## config.mk

```make
export PLATFORM = sky130hd
export DESIGN_NAME = alu_sequencer
export DESIGN_NICKNAME = d
export VERILOG_FILES = /design/src/rtl/alu_sequencer_pkg.sv /design/src/rtl/alu_sequencer_alu.sv /design/src/rtl/alu_sequencer.sv
export SDC_FILE = /design/constraint.sdc
export NUM_CORES = 1
export LEC_CHECK = 0
export ABC_AREA = 1
export BUFFER_PORTS_ARGS = -buffer_cell sky130_fd_sc_hd__buf_2
export CORE_UTILIZATION = 39
export DETAILED_ROUTE_END_ITERATION = 8
export GPL_ROUTABILITY_DRIVEN = 0
export PLACE_DENSITY = 0.68
export SETUP_SLACK_MARGIN = 0.5
export SYNTH_ARGS = -nofsm -noshare
export SYNTH_HDL_FRONTEND = slang
export SYNTH_SLANG_ARGS = --single-unit
```

## constraint.sdc

```tcl
create_clock -name clk -period 2.83 [get_ports clk]
set_clock_uncertainty 0.1 [all_clocks]
set_input_delay 0.7075 -clock clk [delete_from_list [all_inputs] [get_ports clk]]
set_output_delay 0.7075 -clock clk [all_outputs]
set_load 0.01 [all_outputs]
```

## src/rtl/alu_sequencer_pkg.sv

```systemverilog
// ---------------------------------------------------------------------------
// alu_sequencer_pkg
//
// Purpose: shared definitions for the ALU sequencer slice. It holds the
// datapath width, the two-bit ALU opcode encodings and the sequencer
// state type. The top level and the ALU both import this package.
//
// Ports: none (package only).
// ---------------------------------------------------------------------------
package alu_sequencer_pkg;

    localparam int DATA_W = 16;

    // Opcode encodings as they appear on the in_op port.
    typedef enum logic [1:0] {
        OP_ADD = 2'b00,
        OP_SUB = 2'b01,
        OP_AND = 2'b10,
        OP_OR  = 2'b11
    } alu_op_e;

    // Sequencer states: accept, compute/writeback, present result.
    typedef enum logic [1:0] {
        IDLE = 2'b00,
        EXEC = 2'b01,
        HOLD = 2'b10
    } seq_state_e;

endpackage : alu_sequencer_pkg

```

## src/rtl/alu_sequencer_alu.sv

```systemverilog
// ---------------------------------------------------------------------------
// alu_sequencer_alu
//
// Purpose: purely combinational 16-bit ALU used by the sequencer. Add and
// subtract produce a carry out of bit 15. Subtract is formed as
// a + ~b + 1, so a carry of 1 means that no borrow occurred. The logical
// operations always report a carry of 0.
//
// Ports:
//   op     - input  alu_op_e       : operation select
//   a, b   - input  [DATA_W-1:0]   : operands (subtract computes a - b)
//   result - output [DATA_W-1:0]   : result modulo 2^DATA_W
//   cout   - output                : carry out of the top bit
// ---------------------------------------------------------------------------
module alu_sequencer_alu
    import alu_sequencer_pkg::*;
(
    input  alu_op_e           op,
    input  logic [DATA_W-1:0] a,
    input  logic [DATA_W-1:0] b,
    output logic [DATA_W-1:0] result,
    output logic              cout
);

    logic [DATA_W:0] sum;

    always_comb begin
        sum    = '0;
        result = '0;
        cout   = 1'b0;
        case (op)
            OP_ADD: begin
                sum    = {1'b0, a} + {1'b0, b};
                result = sum[DATA_W-1:0];
                cout   = sum[DATA_W];
            end
            OP_SUB: begin
                // The extra bit catches the carry of the two's-complement add.
                sum    = {1'b0, a} + {1'b0, ~b} + {{DATA_W{1'b0}}, 1'b1};
                result = sum[DATA_W-1:0];
                cout   = sum[DATA_W];
            end
            OP_AND: result = a & b;
            OP_OR:  result = a | b;
            default: begin
                result = '0;
                cout   = 1'b0;
            end
        endcase
    end

endmodule : alu_sequencer_alu

```

## src/rtl/alu_sequencer.sv

```systemverilog
// ---------------------------------------------------------------------------
// alu_sequencer
//
// Purpose: a three-state sequencer (IDLE -> EXEC -> HOLD) around a small
// register file and a 16-bit ALU.
//   - In IDLE, the sequencer accepts one instruction.
//   - In EXEC, it reads both operands, registers the result and writes the
//     result back to rd.
//   - In HOLD, it presents the result until downstream takes it.
// A direct load port can write the register file in any state. When a load
// and the EXEC writeback target the same index, the writeback wins.
//
// Optional feature: define ALU_SEQUENCER_ZERO_FLAG_EN to register out_zero
// (result == 0) in EXEC. Without the macro, out_zero is tied to 0.
//
// Ports:
//   clk, reset             - clock; synchronous active-high reset
//   in_valid / in_ready    - instruction handshake
//   in_op                  - 00 add, 01 sub, 10 and, 11 or
//   in_rd/in_rs1/in_rs2    - destination / source register indices
//   ld_en/ld_addr/ld_data  - direct register-file load
//   out_valid / out_ready  - result handshake
//   out_data/out_cout      - registered result and carry
//   out_zero               - registered zero flag (optional, see above)
// ---------------------------------------------------------------------------
module alu_sequencer
    import alu_sequencer_pkg::*;
#(
    parameter  int NREGS = 4,
    localparam int AW    = $clog2(NREGS)
) (
    input  logic              clk,
    input  logic              reset,
    input  logic              in_valid,
    output logic              in_ready,
    input  logic [1:0]        in_op,
    input  logic [AW-1:0]     in_rd,
    input  logic [AW-1:0]     in_rs1,
    input  logic [AW-1:0]     in_rs2,
    input  logic              ld_en,
    input  logic [AW-1:0]     ld_addr,
    input  logic [DATA_W-1:0] ld_data,
    output logic              out_valid,
    input  logic              out_ready,
    output logic [DATA_W-1:0] out_data,
    output logic              out_cout,
    output logic              out_zero
);

    seq_state_e        state_q, state_d;
    alu_op_e           op_q, op_d;
    logic [AW-1:0]     rd_q, rd_d;
    logic [AW-1:0]     rs1_q, rs1_d;
    logic [AW-1:0]     rs2_q, rs2_d;
    logic [DATA_W-1:0] regs_q [NREGS];
    logic [DATA_W-1:0] regs_d [NREGS];
    logic [DATA_W-1:0] out_data_q, out_data_d;
    logic              out_cout_q, out_cout_d;
`ifdef ALU_SEQUENCER_ZERO_FLAG_EN
    logic              out_zero_q, out_zero_d;
`endif

    logic [DATA_W-1:0] alu_result;
    logic              alu_cout;

    // The operands come from the register outputs, so an aliased rd always
    // sees the value from before this cycle's writeback.
    alu_sequencer_alu u_alu (
        .op     (op_q),
        .a      (regs_q[rs1_q]),
        .b      (regs_q[rs2_q]),
        .result (alu_result),
        .cout   (alu_cout)
    );

    // Next-state logic. The direct load is applied first, so the EXEC
    // writeback below overrides it when both target the same index.
    always_comb begin
        state_d    = state_q;
        op_d       = op_q;
        rd_d       = rd_q;
        rs1_d      = rs1_q;
        rs2_d      = rs2_q;
        regs_d     = regs_q;
        out_data_d = out_data_q;
        out_cout_d = out_cout_q;
`ifdef ALU_SEQUENCER_ZERO_FLAG_EN
        out_zero_d = out_zero_q;
`endif
        in_ready   = 1'b0;
        out_valid  = 1'b0;

        if (ld_en) begin
            regs_d[ld_addr] = ld_data;
        end

        case (state_q)
            IDLE: begin
                in_ready = 1'b1;
                if (in_valid) begin
                    op_d    = alu_op_e'(in_op);
                    rd_d    = in_rd;
                    rs1_d   = in_rs1;
                    rs2_d   = in_rs2;
                    state_d = EXEC;
                end
            end
            EXEC: begin
                out_data_d   = alu_result;
                out_cout_d   = alu_cout;
`ifdef ALU_SEQUENCER_ZERO_FLAG_EN
                out_zero_d   = (alu_result == '0);
`endif
                regs_d[rd_q] = alu_result;
                state_d      = HOLD;
            end
            HOLD: begin
                out_valid = 1'b1;
                if (out_ready) begin
                    state_d = IDLE;
                end
            end
            default: state_d = IDLE;
        endcase
    end

    // State register. Reset discards any instruction in flight and clears
    // the register file and the output registers.
    always_ff @(posedge clk) begin
        if (reset) begin
            state_q    <= IDLE;
            op_q       <= OP_ADD;
            rd_q       <= '0;
            rs1_q      <= '0;
            rs2_q      <= '0;
            regs_q     <= '{default: '0};
            out_data_q <= '0;
            out_cout_q <= 1'b0;
`ifdef ALU_SEQUENCER_ZERO_FLAG_EN
            out_zero_q <= 1'b0;
`endif
        end else begin
            state_q    <= state_d;
            op_q       <= op_d;
            rd_q       <= rd_d;
            rs1_q      <= rs1_d;
            rs2_q      <= rs2_d;
            regs_q     <= regs_d;
            out_data_q <= out_data_d;
            out_cout_q <= out_cout_d;
`ifdef ALU_SEQUENCER_ZERO_FLAG_EN
            out_zero_q <= out_zero_d;
`endif
        end
    end

    assign out_data = out_data_q;
    assign out_cout = out_cout_q;
`ifdef ALU_SEQUENCER_ZERO_FLAG_EN
    assign out_zero = out_zero_q;
`else
    assign out_zero = 1'b0;
`endif

endmodule : alu_sequencer

```

==> metrics.md, run 1 <==
| Metric | Value |
|---|---|
| I/O Buffers | `49` |
| Sequential group share of total power | `23.6%` |
| I/O pins | `51` |
| Syn Nets | `1388` |
| Avg Vias per Cell | `5.335` |
| Vias after detailed routing | `9145` |
| Fin crit share | `99.09%` |
| CTS Buffer Depth | `2` |
| Bufs and invs on worst path | `5` |
| Reg2reg end | `out_data[12]` |
| CP delay by family, top | `simple AND/OR/NAND/NOR gates` |
| Initial antenna violation count | `0` |
| Commonest non-fill, non-tap cells in the layout | `nand2_1 (328), inv_1 (185), buf_4 (118)` |
| Synth-to-layout area growth | `39.17%` |
| Hpwl dp | `18820 um` |
| Die Area | `20300 sq um` |
| Worst-path clk slew | `70 ps` |
| Finished Cell Area | `10710 sq um` |
| Initial Util | `39.68%` |
| EDFF count, synth | `0` |
| RR Startpoint | `rs2_q[0]` |
| Placed Cells incl. Taps | `1661` |
| Status | `complete, no violations` |
| Crit-path most repeated cell | `nand2_4` |
| Sw frac | `42.54%` |
| Total Routing Usage GR | `25.75%` |
| Layout net count | `1526` |
| Comb pwr share | `55.8%` |
| Sequential fraction of the synthesis area | `23.67%` |
| Synth Instances | `1306` |
| Most common cell after layout, fill and taps aside | `nand2_1` |
| Period minus WS final | `2804 ps` |
| Vias in the first global route | `8087` |
| Synth Register Bits | `91` |
| Global route total overflow | `0` |
| Int Pwr | `3520 uW` |
| Non-filler cells, final | `1714` |
| Clock network power share | `20.6%` |
| Final ANT Viol Nets | `0` |
| Worst path required time | `2970 ps` |
| PD cells | `571.9 nW/um^2` |
| CTS sink count | `91` |
| Data arrival, critical path | `2940 ps` |
| Worst Reg-to-Reg Cells | `18` |
| Synth cell types | `37` |
| RSZ-0062 raised after global routing | `yes` |
| Setup CP Type | `register to register` |
| Layout cells sized above 1 | `31.47%` |
| Clock latency at the later pin of the worst-skew pair | `350 ps` |
| Final Max Slew Viols | `0` |
| Total Wirelength | `27040 um` |
| Worst reg2reg setup slack | `30 ps` |
| Root Buffer | `clkbuf_16` |
| Die Wd | `142.5 um` |
| Lkg Pwr | `0.005073 uW` |
| Core area | `19400 sq um` |
| Largest net degree at the start of global routing | `60` |
| H-tree depth | `3` |
| CP max stage cell | `dfxtp_4` |
| Endpoints failing setup | `0` |
| Yosys warns | `0` |
| Hold Vio Cnt, Final | `0` |
| VDD IR max | `554.0 uV` |
| Slew headroom | `50.11%` |
| Diodes inserted | `0` |
| Max Clock Freq | `0.3566 GHz` |
| Drt wl/cell | `15.78 um` |
| Hold Path Stages | `2` |
| Drc violations | `0` |
| WHS Endpoint | `out_data[6]` |
| DRT iter0 DRCs | `813` |
| Ranking of synthesized cells by area | `dfxtp_1 (24%), nand2_1 (18%), inv_1 (11%), ha_1 (8.0%), nor2_1 (6.6%)` |
| Crit start category | `register` |
| Drt pass-1 iters | `7` |
| Netlist Area Pre-Place | `7697 sq um` |
| Crit end category | `register` |
| MaxCap Viol Count | `0` |
| Placed cell areas | `9100 sq um` |
| HP Start | `out_data[6]` |
| Num rows | `51` |
| CTS tree | `built` |
| CTS buffer count | `9` |
| Asr flop ratio synth | `0%` |
| Cell breakdown of the critical path | `clkinvlp_4 -> buf_12 -> nand2_4 -> a32oi_4 -> ha_2 -> inv_2 -> fa_2 -> nand2_2 -> nand2_4 -> nand2_4 -> inv_2 -> nand2_2 -> nand4_1 -> nand3_2 -> nand3b_1 -> buf_6 -> nor2_2 -> nor2_1` |
| First-pass GRT wire length | `41360 um` |
| Post-synth top area share | `23.67%` |
| P_sw | `2606 uW` |
| Slew @ Worst Pin | `746.6 ps` |
| CP max stage delay | `400 ps` |
| Synth Flop Type | `dfxtp_1` |
| Worst hold path type | `register to register` |
| Mean Syn Cell Area | `5.894 sq um` |
| Largest fanout on the critical path | `9` |
| Die height | `142.5 um` |
| Yosys top cell by area | `dfxtp_1` |
-- stage by stage --
stage | hold slack, ps | util, % | TNS, ps | total power, uW | setup slack, ps
2_1_floorplan | 375.2 | - | 0 | 3092 | 336.1
3_3_place_gp | 382.3 | 46.91 | -1549 | 3941 | -96.15
3_5_place_dp | 383.7 | 46.91 | -2807 | 3976 | -143.4
4_1_cts | 402.3 | 52.59 | 0 | 5704 | 61.53
5_1_grt | 424.5 | 55.22 | -1997 | 6451 | -100.4
6_report | 403.0 | 55.22 | 0 | 6126 | 25.77
-- final cells by class --
class                      count  area (sq um)
fill                        1789          8686
multi-input combinational    921          5824
sequential                    91          1831
timing repair buffer         191          1533
inverter                     230         883.3
tap                          265         331.6
clock buffer                  10         239.0
clock inverter                 6         71.32
-- kinds of logic after synthesis --
logic type / Yosys count / share of synthesized area [%]
compound gates: 226 / 18.21
xor+xnor: 3 / 0.3414
fa+ha+maj: 51 / 8.485
buf+inv: 294 / 15.05
flops: 91 / 23.67
other cells: 1 / 0.04872
simple gates: 640 / 34.20
-- synth_stat cells (2+ instances only) --
cell type,count
a21oi_1,91
a221oi_1,9
a32oi_1,32
buf_1,7
buf_2,21
buf_6,3
clkbuf_1,32
clkinv_1,3
dfxtp_1,91
fa_1,2
ha_1,49
inv_1,220
inv_2,6
nand2_1,377
nand3_1,94
nand3b_1,2
nand4_1,18
nor2_1,136
nor3_1,4
nor3_2,2
nor3_4,2
o211ai_1,15
o21ai_0,42
o21ai_1,2
o21bai_1,22
o22ai_1,9
or2_2,3
xor2_1,3
-- power by group through the flow --
stage	clock network (uW)	registers, uW	logic, uW
2_1_floorplan	0	1450	1640
3_3_place_gp	0	1460	2480
3_5_place_dp	0	1460	2510
4_1_cts	1270	1440	3000
5_1_grt	1320	1450	3680
6_report	1260	1440	3420
-- what timing repair did --
item / 4_1_cts / 5_1_grt
endpoints found under the setup margin: 76 / 81
setup buffers: 21 / 12
pin swaps: 48 / 46
gates cloned: 1 / 3
hold endpoints to repair: 0 / 0
hold buffers: 0 / 0
resized for setup: 134 / 108
-- tightest hold or removal path, delay by kind of cell (launching register included) --
family,cells,cell delay (ps)
flip-flops,1,320
buffers and inverters,1,60
AO/OA/AOI/OAI,1,100
-- worst max-delay path by stage --
stage                     slack [ps]           end      from  cells after the start
after CTS                         60    regs_q[24]  rs2_q[0]                     18
after detailed placement        -140  out_data[12]  rs2_q[0]                     17
final                             30  out_data[12]  rs2_q[0]                     18
after global routing            -100    regs_q[26]  rs2_q[0]                     17
after floorplan                  340    regs_q[24]  rs1_q[0]                     17
after global placement          -100  out_data[12]  rs2_q[0]                     17
-- registers in the layout, indices dropped and copies added, names as in the netlist --
name / count
regs_q: 64
out_data: 16
op_q: 2
rd_q: 2
rs1_q: 2
rs2_q: 2
state_q: 2
out_cout: 1
-- routing by layer --
| layer | vias up | routed length, um | GRT usage [%] |
|---|---|---|---|
| li1 | 4427 | - | - |
| met1 | 4245 | 11840 | 34.71 |
| met2 | 403 | 12370 | 42.41 |
| met3 | 70 | 1883 | 2.524 |
| met4 | 0 | 950 | 9.451 |
| met5 | - | 0 | 0 |
Power figures use the tool's default switching activity.
==> inputs of run 2 (changes only) <==
CORE_UTILIZATION = 40   (was 39)
PLACE_DENSITY = 0.7   (was 0.68)
==> run 2 against run 1 <==
Clock power up 7%. Global-route usage up 2.8 points. Cell area up 3.2%. Die area fell by 2.5%. Highest routed layer unchanged. Critical path depth is the same. Routed wire length grew 5.9%. Largest power group unchanged. Non-clock buffer count is 34 higher. The flow now finishes with violations (negative setup slack).
==> metrics.md, run 2 (same netlist as run 1, synthesis figures left out) <==
| Metric | Value |
|---|---|
| Die height | `140.7 um` |
| Total Routing Usage GR | `28.55%` |
| Synth-to-layout area growth | `43.69%` |
| Lkg Pwr | `0.005271 uW` |
| Diodes inserted | `0` |
| H-tree depth | `3` |
| Slew @ Worst Pin | `715.6 ps` |
| Setup WS pre-CTS | `-196.4 ps` |
| Worst-path clk slew | `60 ps` |
| Sum Neg Setup Slack | `-766.9 ps` |
| Clock latency at the later pin of the worst-skew pair | `350 ps` |
| Largest fanout on the critical path | `7` |
| Period minus WS final | `2978 ps` |
| Most common cell after layout, fill and taps aside | `nand2_1` |
| Root Buffer | `clkbuf_16` |
| CTS tree | `built` |
| Num rows | `50` |
| Data arrival, critical path | `3110 ps` |
| Final ANT Viol Nets | `0` |
| Final Max Slew Viols | `0` |
| Wire length on met3 | `2305 um` |
| Die Wd | `140.7 um` |
| Commonest non-fill, non-tap cells in the layout | `nand2_1 (326), inv_1 (185), buf_4 (134)` |
| First-pass GRT wire length | `44880 um` |
| Crit end category | `register` |
| Cell breakdown of the critical path | `buf_6 -> a21oi_2 -> a32oi_2 -> buf_4 -> inv_2 -> ha_2 -> inv_2 -> fa_2 -> nand2_4 -> nand2_4 -> nand2_4 -> inv_2 -> nand2_2 -> nand4_1 -> nand3_2 -> nand3b_1 -> nor2_1 -> nor2_1` |
| Drc violations | `0` |
| Largest net degree at the start of global routing | `61` |
| Endpoints failing setup | `21` |
| Setup CP Type | `register to register` |
| Worst hold path type | `register to register` |
| Violated checks | `negative setup slack` |
| Crit start category | `register` |
| CP max stage delay | `410 ps` |
| Total Wirelength | `28630 um` |
| Fillers | `1613` |
| Drt pass-1 iters | `6` |
| CP max stage cell | `dfxtp_4` |
| CTS sink count | `91` |
| RSZ-0062 raised after global routing | `yes` |
| Worst path required time | `2960 ps` |
| I/O Buffers | `49` |
| Initial Util | `41.01%` |
| Hpwl dp | `18950 um` |
| Largest reg by FF count | `regs_q` |
| Core area | `18770 sq um` |
| Layout net count | `1560` |
| Hold Vio Cnt, Final | `0` |
| DRT iter0 DRCs | `1009` |
| MaxCap Viol Count | `0` |
| Vias in the first global route | `8967` |
| Status | `finished, violations left` |
| I/O pins | `51` |
| Hold Slack | `412.8 ps` |
| Vias after detailed routing | `9491` |
| Avg Vias per Cell | `5.537` |
| Slew headroom | `52.18%` |
| Min setup slack post-route | `-148.3 ps` |
| Max Clock Freq | `0.3358 GHz` |
| VDD IR max | `412.1 uV` |
| Global route total overflow | `0` |
| Highest Signal Layer | `met4` |
| Met1 wire length | `12120 um` |
| Drt wl/cell | `16.70 um` |
| Die Area | `19800 sq um` |
| Initial antenna violation count | `0` |
| Placed Cells incl. Taps | `1647` |
| Layout cells sized above 1 | `33.38%` |
| CTS buffer count | `9` |
| WL met2 | `13220 um` |
| Non-filler cells, final | `1714` |
| PD cells | `579.5 nW/um^2` |
| Fin crit share | `105.2%` |
| Max reg flops | `64` |
| CTS Buffer Depth | `2` |
[run 2: cell count changes in the layout (fill, tap and decap cells not counted), moves of 4 or more]
cell / before / now
a21oi_1: 73 / 66
a21oi_2: 17 / 23
buf_4: 118 / 134
buf_6: 11 / 28
nor2_2: 21 / 17
nor2_4: 9 / 13
[run 2: final timing paths]
check | start | endpoint | slack, ps | cells past startpoint
worst max-delay path | rs1_q[0] | out_data[12] | -150 | 18
worst min-delay path | out_data[12] | out_data[12] | 410 | 2
worst min register to register | out_data[12] | out_data[12] | 410 | 2
worst max register to register | rs1_q[0] | out_data[12] | -150 | 18
[run 2: area by class of cell]
| class | instances | area (sq um) | area share (%) |
|---|---|---|---|
| inverter | 230 | 883.3 | 7.986 |
| clock buffer | 10 | 229.0 | 2.070 |
| sequential | 91 | 1829 | 16.54 |
| clock inverter | 3 | 90.09 | 0.8145 |
| multi-input combinational | 921 | 5864 | 53.02 |
| tap | 234 | 292.8 | 2.647 |
| timing repair buffer | 225 | 1872 | 16.92 |
[run 2: critical path, delay by kind of cell, from the launching register on]
kind	cells	cell delay [ps]
adder cells (fa/ha/maj)	2	540
AO/OA/AOI/OAI	2	200
buffers and inverters	5	460
AND/OR/NAND/NOR	9	1130
flip-flops	1	410
[run 2: through the flow]
step	power, uW	area [sq um]	util, %
2_1_floorplan	3092	8064	-
5_1_grt	6719	11060	58.93
6_report	6410	11060	58.93
3_3_place_gp	3992	9176	48.89
3_5_place_dp	4035	9176	48.89
4_1_cts	5997	10700	57.03
[run 2: where the power goes]
group          switching (uW)  total (uW)  internal [uW]
logic                    2050        3610           1560
registers                74.5        1450           1370
clock network             504        1350            849
[run 2: what timing repair did]
action                     4_1_cts  5_1_grt
gates cloned                     4        0
hold buffers                     0        0
resized for setup              195       81
setup endpoints to repair       76       76
buffers inserted                40       10
pin swaps                       88       64
[run 2: layer usage]
layer,vias to the layer above,track usage [%]
met2,499,47.19
met4,0,13.56
met1,4405,36.19
met5,-,0
met3,93,4.755
li1,4494,-
==> inputs of run 3 (changes only) <==
BUFFER_PORTS_ARGS = unset   (was -buffer_cell sky130_fd_sc_hd__buf_2)
DONT_BUFFER_PORTS = 1   (was unset)
PLACE_DENSITY = 0.67   (was 0.7)
==> run 3 against run 2 <==
The run still ends with negative setup slack left. Global-route usage decreased by 1.9 points. Power decreased by 5.4%. Critical path depth decreased by 2. Hold slack got worse by 90 ps. Routed wire length decreased by 4.2%. Critical path type unchanged.
==> metrics.md, run 3 (same netlist as run 1, synthesis figures left out) <==
| Metric | Value |
|---|---|
| Layout net count | `1488` |
| MaxCap Viol Count | `0` |
| Violated checks | `negative setup slack` |
| Final Max Slew Viols | `0` |
| Crit-path most repeated cell | `inv_2` |
| Multi-input gate area | `6022 sq um` |
| Clock latency at the later pin of the worst-skew pair | `340 ps` |
| RR Startpoint | `rs2_q[0]` |
| Clock network power share | `18.7%` |
| Max reg flops | `64` |
| Commonest non-fill, non-tap cells in the layout | `nand2_1 (325), inv_1 (184), buf_4 (129)` |
| Initial Util | `41.01%` |
| Vias after detailed routing | `8986` |
| Diodes inserted | `0` |
| PD cells | `569.5 nW/um^2` |
| Worst path required time | `3010 ps` |
| Most common cell after layout, fill and taps aside | `nand2_1` |
| CP delay by family, top | `simple AND/OR/NAND/NOR gates` |
| Avg Vias per Cell | `5.463` |
| CP startpoint | `rs2_q[0]` |
| Total Wirelength | `27420 um` |
| Initial antenna violation count | `0` |
| Die Wd | `140.7 um` |
| Bufs and invs on worst path | `6` |
| Max Clock Freq | `0.3429 GHz` |
| Slew @ Worst Pin | `752.8 ps` |
| Slew headroom | `49.69%` |
| CP max stage cell | `dfxtp_4` |
| Hold Slack | `323.1 ps` |
| Endpoints failing setup | `2` |
| Largest fanout on the critical path | `6` |
| HP Start | `reset` |
| Synth-to-layout area growth | `38.31%` |
| Lkg Pwr | `0.004930 uW` |
| Sequential group share of total power | `24.1%` |
| CP max stage delay | `370 ps` |
| Die Area | `19800 sq um` |
| I/O pins | `51` |
| First-pass GRT wire length | `42280 um` |
| I/O Buffers | `0` |
| P_sw | `2622 uW` |
| Setup CP Type | `register to register` |
| Drc violations | `0` |
| Fillers | `1704` |
| Crit start category | `register` |
| VDD IR max | `557.4 uV` |
| Root Buffer | `clkbuf_16` |
| Int Pwr | `3441 uW` |
| Period minus WS final | `2916 ps` |
| DRT iter0 DRCs | `692` |
| Final ANT Viol Nets | `0` |
| Largest reg by FF count | `regs_q` |
| # hold bufs at CTS | `0` |
| Worst-path clk slew | `70 ps` |
| Worst hold path type | `input port to register` |
| Core area | `18770 sq um` |
| Fin crit share | `103.1%` |
| Comb pwr share | `57.3%` |
| CTS Buffer Depth | `2` |
| Drt pass-1 iters | `6` |
| CTS tree | `built` |
| Sw frac | `43.24%` |
| Die height | `140.7 um` |
| Num rows | `50` |
| H-tree depth | `3` |
| Global route total overflow | `0` |
| Fin util | `56.73%` |
| Hold Vio Cnt, Final | `0` |
| CTS sink count | `91` |
| Hpwl dp | `19090 um` |
| Crit end category | `register` |
| Register area | `1831 sq um` |
| Min setup slack post-route | `-86.40 ps` |
| Drt wl/cell | `16.67 um` |
| Largest net degree at the start of global routing | `40` |
| CTS buffer count | `9` |
| RSZ-0062 raised after global routing | `yes` |
| Data arrival, critical path | `3100 ps` |
| Status | `finished, violations left` |
| Total Routing Usage GR | `26.69%` |
| Layout cells sized above 1 | `31.18%` |
| Vias in the first global route | `8090` |
| Cell breakdown of the critical path | `buf_6 -> nor2_4 -> inv_2 -> a32oi_4 -> ha_2 -> inv_2 -> fa_2 -> inv_2 -> nand4_1 -> nand2_2 -> buf_6 -> xor2_2 -> nand2_2 -> nand4_1 -> o211ai_1 -> inv_1` |
| Sum Neg Setup Slack | `-118.8 ps` |
==> run 3: changes by cell type in the layout (fill, tap and decap cells not counted), sizes merged <==
cell | previous run | this run
clkinvlp | 0 | 1
inv | 229 | 230
bufinv | 3 | 0
bufbuf | 1 | 0
clkinv | 1 | 4
clkbuf | 10 | 11
buf | 224 | 153
==> run 3: area by class of cell <==
cell class,instances,area share (%)
clock inverter,5,0.3291
inverter,230,8.368
clock buffer,11,2.280
timing repair buffer,153,12.52
multi-input combinational,921,56.56
sequential,91,17.19
tap,234,2.750
==> run 3: repair_timing <==
action	in CTS	in global routing
buffers inserted	12	18
setup endpoints to repair	76	79
gates resized for setup	149	142
pin swaps	44	73
gates cloned	2	0
==> run 3: metrics by stage <==
step	std cells	worst slack, ps	area, sq um	power [uW]
6_report	1645	-86.40	10650	6063
5_1_grt	1645	-190.6	10650	6384
3_3_place_gp	1597	-114.8	8924	3938
2_1_floorplan	1306	336.1	8064	3092
4_1_cts	1627	23.21	9996	5551
3_5_place_dp	1597	-146.3	8924	3970
==> run 3: final timing paths <==
| path | cells after the start | end | slack, ps |
|---|---|---|---|
| worst min register to register | 2 | regs_q[2] | 430 |
| worst max register to register | 16 | out_data[6] | -90 |
| worst max-delay path | 16 | out_data[6] | -90 |
| worst min-delay path | 1 | regs_q[2] | 320 |
==> run 3: power groups by stage <==
stage	Clock, uW	Combinational, uW	Sequential, uW
6_report	1130	3470	1460
5_1_grt	1180	3740	1470
4_1_cts	1140	2960	1450
3_5_place_dp	0	2490	1480
3_3_place_gp	0	2460	1480
2_1_floorplan	0	1640	1450
==> run 3: layer usage <==
| metal | global-route usage, % | share of wire (%) | up-vias | wire [um] |
|---|---|---|---|---|
| met3 | 3.533 | 7.3 | 42 | 1999 |
| met4 | 6.407 | 1.8 | 0 | 506 |
| met2 | 44.59 | 47 | 378 | 12990 |
| li1 | - | - | 4357 | - |
| met1 | 36.27 | 43 | 4209 | 11920 |
| met5 | 0 | 0 | - | 0 |
